## src/rtl/sasa_scan_cam_if.sv

```systemverilog
// Fetch and result-stream bundle for the SASA scan CAM.
// master = CAM side, slave = source/consumer side.
interface sasa_scan_cam_if #(
  parameter int N      = 16,
  parameter int DATA_W = 8,
  parameter int ADDR_W = $clog2(N),
  parameter int MV_W   = 2**DATA_W
);
  logic              data_req;
  logic [ADDR_W-1:0] data_addr_x;
  logic [ADDR_W-1:0] data_addr_y;
  logic [DATA_W-1:0] data;
  logic              out_valid;
  logic              out_ready;
  logic [MV_W-1:0]   out_match;
  logic [DATA_W-1:0] out_idx;
  logic [ADDR_W-1:0] out_x;
  logic [ADDR_W-1:0] out_y;
  logic [DATA_W-1:0] out_row_max;

  modport master (
    output data_req,
    output data_addr_x,
    output data_addr_y,
    input  data,
    output out_valid,
    input  out_ready,
    output out_match,
    output out_idx,
    output out_x,
    output out_y,
    output out_row_max
  );

  modport slave (
    input  data_req,
    input  data_addr_x,
    input  data_addr_y,
    output data,
    input  out_valid,
    output out_ready,
    input  out_match,
    input  out_idx,
    input  out_x,
    input  out_y,
    input  out_row_max
  );
endinterface

```

## src/rtl/sasa_scan_cam.sv

```systemverilog
// Row-major score-matrix scanner producing one-hot match vectors,
// optionally max-subtracted per row, through a 2-entry output FIFO.
module sasa_scan_cam #(
  parameter int N      = 16,
  parameter int DATA_W = 8,
  parameter int ADDR_W = $clog2(N),
  parameter int MV_W   = 2**DATA_W
) (
  input  logic            clk,
  input  logic            reset,
  input  logic            start,
  input  logic            mode,
  sasa_scan_cam_if.master bus,
  output logic            finish
);

  typedef enum logic [2:0] {
    S_IDLE,
    S_MAX,
    S_EMIT,
    S_DRAIN,
    S_DONE
  } state_t;

  typedef struct packed {
    logic [DATA_W-1:0] idx;
    logic [ADDR_W-1:0] x;
    logic [ADDR_W-1:0] y;
    logic [DATA_W-1:0] rmax;
  } ent_t;

  localparam logic [DATA_W-1:0] SMIN =
    {1'b1, {(DATA_W-1){1'b0}}};
  localparam logic [ADDR_W-1:0] LAST = ADDR_W'(N-1);
  localparam logic [ADDR_W-1:0] ONE  = ADDR_W'(1);

  state_t            state_q, state_d;
  logic              mode_q, mode_d;
  logic              req_q, req_d;
  logic [ADDR_W-1:0] x_q, x_d;
  logic [ADDR_W-1:0] y_q, y_d;
  logic [DATA_W-1:0] rmax_q, rmax_d;
  logic              fin_q, fin_d;

  ent_t              ent_q [2];
  ent_t              ent_d [2];
  logic              rd_q, rd_d;
  logic              wr_q, wr_d;
  logic [1:0]        cnt_q, cnt_d;
  logic [1:0]        occ_nxt;

  logic              valid;
  logic              push;
  logic              pop;
  logic [DATA_W:0]   diff;
  logic              sat;
  logic [DATA_W-1:0] diff_s;
  logic [DATA_W-1:0] idx;
  ent_t              ent_new;
  ent_t              head;

  assign valid   = cnt_q != 2'd0;
  assign push    = req_q & (state_q == S_EMIT);
  assign pop     = valid & bus.out_ready;
  assign occ_nxt = cnt_q + {1'b0, push} - {1'b0, pop};

  // diff is never positive; "10" in the top two bits means below -2^(W-1)
  always_comb begin
    diff   = {bus.data[DATA_W-1], bus.data}
           - {rmax_q[DATA_W-1], rmax_q};
    sat    = diff[DATA_W] & ~diff[DATA_W-1];
    diff_s = sat ? SMIN : diff[DATA_W-1:0];
    idx    = mode_q ? (diff_s ^ SMIN) : (bus.data ^ SMIN);
    ent_new      = '0;
    ent_new.idx  = idx;
    ent_new.x    = x_q;
    ent_new.y    = y_q;
    ent_new.rmax = mode_q ? rmax_q : '0;
  end

  always_comb begin
    state_d = state_q;
    mode_d  = mode_q;
    x_d     = x_q;
    y_d     = y_q;
    rmax_d  = rmax_q;
    unique case (state_q)
      S_IDLE, S_DONE: begin
        if (start) begin
          mode_d  = mode;
          x_d     = '0;
          y_d     = '0;
          rmax_d  = SMIN;
          state_d = mode ? S_MAX : S_EMIT;
        end
      end
      S_MAX: begin
        if (req_q) begin
          if ($signed(bus.data) > $signed(rmax_q))
            rmax_d = bus.data;
          if (x_q == LAST) begin
            x_d     = '0;
            state_d = S_EMIT;
          end else begin
            x_d = x_q + ONE;
          end
        end
      end
      S_EMIT: begin
        if (req_q) begin
          if (x_q != LAST) begin
            x_d = x_q + ONE;
          end else begin
            x_d = '0;
            if (y_q == LAST) begin
              state_d = S_DRAIN;
            end else begin
              y_d = y_q + ONE;
              if (mode_q) begin
                state_d = S_MAX;
                rmax_d  = SMIN;
              end
            end
          end
        end
      end
      S_DRAIN: begin
        if (occ_nxt == 2'd0)
          state_d = S_DONE;
      end
      default: state_d = S_IDLE;
    endcase
    // request only when the FIFO can absorb the capture next edge
    req_d = (state_d == S_MAX)
          | ((state_d == S_EMIT) & (occ_nxt <= 2'd1));
    fin_d = state_d == S_DONE;
  end

  always_comb begin
    ent_d = ent_q;
    wr_d  = wr_q;
    rd_d  = rd_q;
    cnt_d = occ_nxt;
    if (push) begin
      ent_d[wr_q] = ent_new;
      wr_d        = ~wr_q;
    end
    if (pop)
      rd_d = ~rd_q;
  end

  always_ff @(posedge clk) begin
    if (reset) begin
      state_q <= S_IDLE;
      mode_q  <= 1'b0;
      req_q   <= 1'b0;
      x_q     <= '0;
      y_q     <= '0;
      rmax_q  <= '0;
      fin_q   <= 1'b0;
      ent_q   <= '{default: '0};
      rd_q    <= 1'b0;
      wr_q    <= 1'b0;
      cnt_q   <= 2'd0;
    end else begin
      state_q <= state_d;
      mode_q  <= mode_d;
      req_q   <= req_d;
      x_q     <= x_d;
      y_q     <= y_d;
      rmax_q  <= rmax_d;
      fin_q   <= fin_d;
      ent_q   <= ent_d;
      rd_q    <= rd_d;
      wr_q    <= wr_d;
      cnt_q   <= cnt_d;
    end
  end

  assign head            = ent_q[rd_q];
  assign bus.data_req    = req_q;
  assign bus.data_addr_x = x_q;
  assign bus.data_addr_y = y_q;
  assign bus.out_valid   = valid;
  assign bus.out_idx     = head.idx;
  assign bus.out_x       = head.x;
  assign bus.out_y       = head.y;
  assign bus.out_row_max = head.rmax;
  assign bus.out_match   =
    valid ? (MV_W'(1) << head.idx) : '0;
  assign finish          = fin_q;

endmodule

```

## src/flat_wrapper.sv

```systemverilog
// flat-port wrapper written by rule: the top's interface ports become plain ports
module sasa_scan_cam_flat 
#(
  parameter int N      = 16,
  parameter int DATA_W = 8,
  parameter int ADDR_W = $clog2(N),
  parameter int MV_W   = 2**DATA_W
)
  (clk, reset, start, mode, finish, bus_data_req, bus_data_addr_x, bus_data_addr_y, bus_data, bus_out_valid, bus_out_ready, bus_out_match, bus_out_idx, bus_out_x, bus_out_y, bus_out_row_max);
  sasa_scan_cam_if #(.N(N), .DATA_W(DATA_W), .ADDR_W(ADDR_W), .MV_W(MV_W)) bus_i ();
  input  logic clk;
  input  logic reset;
  input  logic start;
  input  logic mode;
  output logic finish;
  output wire logic [$bits(bus_i.data_req)-1:0] bus_data_req;
  output wire logic [$bits(bus_i.data_addr_x)-1:0] bus_data_addr_x;
  output wire logic [$bits(bus_i.data_addr_y)-1:0] bus_data_addr_y;
  input wire logic [$bits(bus_i.data)-1:0] bus_data;
  output wire logic [$bits(bus_i.out_valid)-1:0] bus_out_valid;
  input wire logic [$bits(bus_i.out_ready)-1:0] bus_out_ready;
  output wire logic [$bits(bus_i.out_match)-1:0] bus_out_match;
  output wire logic [$bits(bus_i.out_idx)-1:0] bus_out_idx;
  output wire logic [$bits(bus_i.out_x)-1:0] bus_out_x;
  output wire logic [$bits(bus_i.out_y)-1:0] bus_out_y;
  output wire logic [$bits(bus_i.out_row_max)-1:0] bus_out_row_max;
  assign bus_data_req = bus_i.data_req;
  assign bus_data_addr_x = bus_i.data_addr_x;
  assign bus_data_addr_y = bus_i.data_addr_y;
  assign bus_i.data = bus_data;
  assign bus_out_valid = bus_i.out_valid;
  assign bus_i.out_ready = bus_out_ready;
  assign bus_out_match = bus_i.out_match;
  assign bus_out_idx = bus_i.out_idx;
  assign bus_out_x = bus_i.out_x;
  assign bus_out_y = bus_i.out_y;
  assign bus_out_row_max = bus_i.out_row_max;
  sasa_scan_cam #(.N(N), .DATA_W(DATA_W), .ADDR_W(ADDR_W), .MV_W(MV_W)) u_core (.clk(clk), .reset(reset), .start(start), .mode(mode), .bus(bus_i), .finish(finish));
endmodule
```

## config.mk

```make
export PLATFORM = sky130hd
export DESIGN_NAME = sasa_scan_cam_flat
export DESIGN_NICKNAME = d
export VERILOG_FILES = /design/src/rtl/sasa_scan_cam_if.sv /design/src/rtl/sasa_scan_cam.sv /design/src/flat_wrapper.sv
export SDC_FILE = /design/constraint.sdc
export NUM_CORES = 1
export LEC_CHECK = 0
export CAP_MARGIN = 0
export CORE_UTILIZATION = 30
export CTS_CLUSTER_SIZE = 16
export DETAILED_ROUTE_END_ITERATION = 8
export GPL_TIMING_DRIVEN = 0
export PLACE_DENSITY = 0.66
export SETUP_SLACK_MARGIN = 0.5
export SYNTH_ARGS = -nofsm -noshare
export SYNTH_HDL_FRONTEND = slang
export SYNTH_SLANG_ARGS = --single-unit
```

## constraint.sdc

```tcl
create_clock -name clk -period 3.1 [get_ports clk]
set_clock_uncertainty 0.15 [all_clocks]
set_input_delay 0.31 -clock clk [delete_from_list [all_inputs] [get_ports clk]]
set_output_delay 0.31 -clock clk [all_outputs]
set_load 0.02 [all_outputs]
```

==> summary.md <==
| Metric | Value |
|---|---|
| Cell area after placement | 8540 sq um |
| Row cnt | 47 |
| Finished layout cell area | ~10,000 sq um |
| Worst endpoint required time | ~2.6 ns |
| Post-synthesis cell count | between 800 and 900 |
| Final slew viol count | 0 |
| Die X-Extent | between 100 and 150 um |
| Core area | roughly 17,000 sq um |
| H-tree levels | 3 |
| Port bufs | roughly 300 |
| CTS Sinks | 74 |
| Routed WL per cell | ~20 um |
| Worst setup SP type | flop |
| Worst skew pair latency | ~0.34 ns |
| Pre-CTS setup slack | -0.316 ns |
| CTS tree | done |
| GRT Overall Usage | 0.281 |
| Multi-input gate area | ~4200 sq um |
| Synth Flop Type | dfxtp_1 |
| Drt drc | 0 |
| Avg Cell Area, Syn | 6.45 sq um |
| Total gr overflow | 0 |
| Register area | ~1500 sq um |
| Setup CP Type | reg -> out |
| Synthesis-to-finish area growth | 98.1% |
| Dpl hpwl | between 20,000 and 25,000 um |
| Synth cell types | 62 |
| RSZ-0062 raised after global routing | yes |
| First DRT Iteration DRCs | between 400 and 500 |
| Fillers | ~1.6k |
| Initial core utilization | 0.312 |
| Ant diodes | 0 |
| Cell taking the most area after synthesis | dfxtp_1 |
| Largest net degree at the start of global routing | 12 |
| Final Net Count | between 1k and 1.5k |
| Clk buf depth | 2 |
| CP arrival | roughly 2.3 ns |
| Hold_buf cts | 0 |
| Full die area | between 15,000 and 20,000 sq um |
| Ys Warns | 0 |
| Most common cell after layout, fill and taps aside | nor2_1 |
| Final ANT Viol Nets | 0 |
| I/O Pins | between 300 and 400 |
| TritonCTS buffer count | 9 |
| Vias in the first global route | 6,355 |
| Pwr per Cell Area | just over 400 nW/um^2 |
| Largest cells by area after synthesis | dfxtp_1 (28%), nor2_1 (21%), nand2_1 (7.1%) |
| Critical path capture point type | primary output |
| Outcome | completed |
| Hold Fails Final Rpt | 0 |
| Drt total wl | around 29,000 um |
| Worst vdd rail ir drop | ~0.00033 V |
| Achievable frequency | between 0.3 and 0.4 GHz |
| Async set or reset register ratio after synthesis | 0 |
| Most frequent cells in the layout | nor2_1 (216), buf_4 (162), clkbuf_2 (85) |
| Clk pin slew, worst setup/hold paths | 0.06 ns |
| Share of cells above drive strength 1 | 0.484 |
| Final Setup Violations | 0 |
| Leakage | about 4.5 nW |
| # Max-Cap Violations | 0 |
| Initial antenna violation count | 0 |
| Sequential fraction of the synthesis area | 0.283 |
| Vias | 7,417 |
| Max_slew headroom | 0.483 |
| Shortest period the worst path allows | between 2 and 3 ns |
| Final period util | 0.878 |
| GPL Wtd Cong | 0.901 |
| Router iterations before antenna repair | 5 |
| Syn Nets | around 840 |
| Netlist Area Pre-Place | between 5000 and 6000 sq um |
| EDFF count, synth | 0 |
| Count of state elements after synthesis | 74 |
| Root Buffer | clkbuf_16 |
| Die Ht | roughly 130 um |
| Top cell type's share of synthesized area | 0.283 |
| First-pass GRT wire length | roughly 38,000 um |
| Slew @ Worst Pin | 0.772 ns |
| CP Max Fanout | 10 |
| Hold Path Class | in -> reg |
| Final worst slack | 0.379 ns |
| Vias/cell | between 5 and 6 |
synthesized netlist by cell type, drive strengths merged, types with 2 or more instances:
library cell and number:
inv 27, mux2i 7, nor2b 5, dfxtp 74, nor4 2, and4 2, nand2 99, a32o 2
and2 2, nand3 37, a22oi 4, ha 11, nor2 301, o21ai 9, mux2 17, a221o 4
o31ai 2, nand2b 6, nand3b 3, a21oi 47, nand4 6, xor2 5, or3 2, a211oi 9
xnor2 5, nor3b 5, buf 24, a31oi 8, and3 6, nor3 9, clkbuf 40, a22o 16
timing repair:
item | in CTS | in global routing
endpoints found under the setup margin | 288 | 293
cloned | 1 | 12
buffers inserted | 21 | 62
pin swaps | 6 | 33
resized for setup | 651 | 854
worst paths after layout:
check	from	endpoint	slack, ns	cells after the start
max	u_core.rd_q$_SDFFE_PP0P_	bus_out_match[231]	0.38	10
min reg2reg	u_core.ent_q[27]$_SDFFE_PP0P_	u_core.ent_q[27]$_SDFFE_PP0P_	0.30	2
max reg2reg	u_core.rmax_q[7]$_SDFFE_PP0P_	u_core.ent_q[19]$_SDFFE_PP0P_	0.62	9
min	bus_data[0]	u_core.rmax_q[0]$_SDFFE_PP0P_	0.20	3
layer usage:
metal | part of all wire | global-route usage
met5 | 0 | 0
met4 | 0.029 | 0.102
met3 | 0.061 | 0.0556
met2 | 0.50 | 0.499
met1 | 0.41 | 0.334
critical path, cell delays in order, from the launching register on:
cell and delay, ns:
dfxtp_4 0.36, buf_12 0.14, buf_12 0.13, mux2i_4 0.20, buf_6 0.14, a21oi_4 0.14, buf_4 0.16, nand2_4 0.10
buf_4 0.21, nor2_1 0.14, clkbuf_2 0.19
per-stage QoR:
step	hold slack, ns	utilization	power (mW)	setup TNS [ns]	std cells
after floorplan	0.275	-	1.92	0	812
after global placement	0.287	0.508	2.35	-14.13	1334
after detailed placement	0.294	0.508	2.36	-16.76	1334
after CTS	0.301	0.552	3.63	0	1372
after global routing	0.215	0.617	4.40	0	1446
final	0.199	0.617	4.23	0	1446
registers in the layout (all words and copies together) (netlist names):
signal,flops
u_core.ent_q,48
u_core.bus.data_addr_x,4
u_core.state_q,3
u_core.bus.data_req,1
u_core.finish,1
u_core.wr_q,1
u_core.cnt_q,2
u_core.rd_q,1
u_core.bus.data_addr_y,4
u_core.rmax_q,8
u_core.mode_q,1
layout make-up:
type                       instances  area share
multi-input combinational        646       0.409
timing repair buffer             398       0.319
sequential                        74       0.143
buffer                            64      0.0629
clock buffer                      15      0.0268
tap                              220      0.0265
inverter                          28      0.0116
clock inverter                     1    0.000723
kinds of logic after synthesis:
| logic type | share of synthesized area |
|---|---|
| simple gates | 0.397 |
| compound gates | 0.143 |
| buf+inv | 0.0781 |
| flops | 0.283 |
| mux | 0.0521 |
| fa+ha+maj | 0.0301 |
| xor+xnor | 0.0167 |
power breakdown:
part	switching [mW]	internal, mW
sequential	0.0589	1.01
combinational	1.24	0.922
clock	0.387	0.608
(Power assumes the default switching activity.)
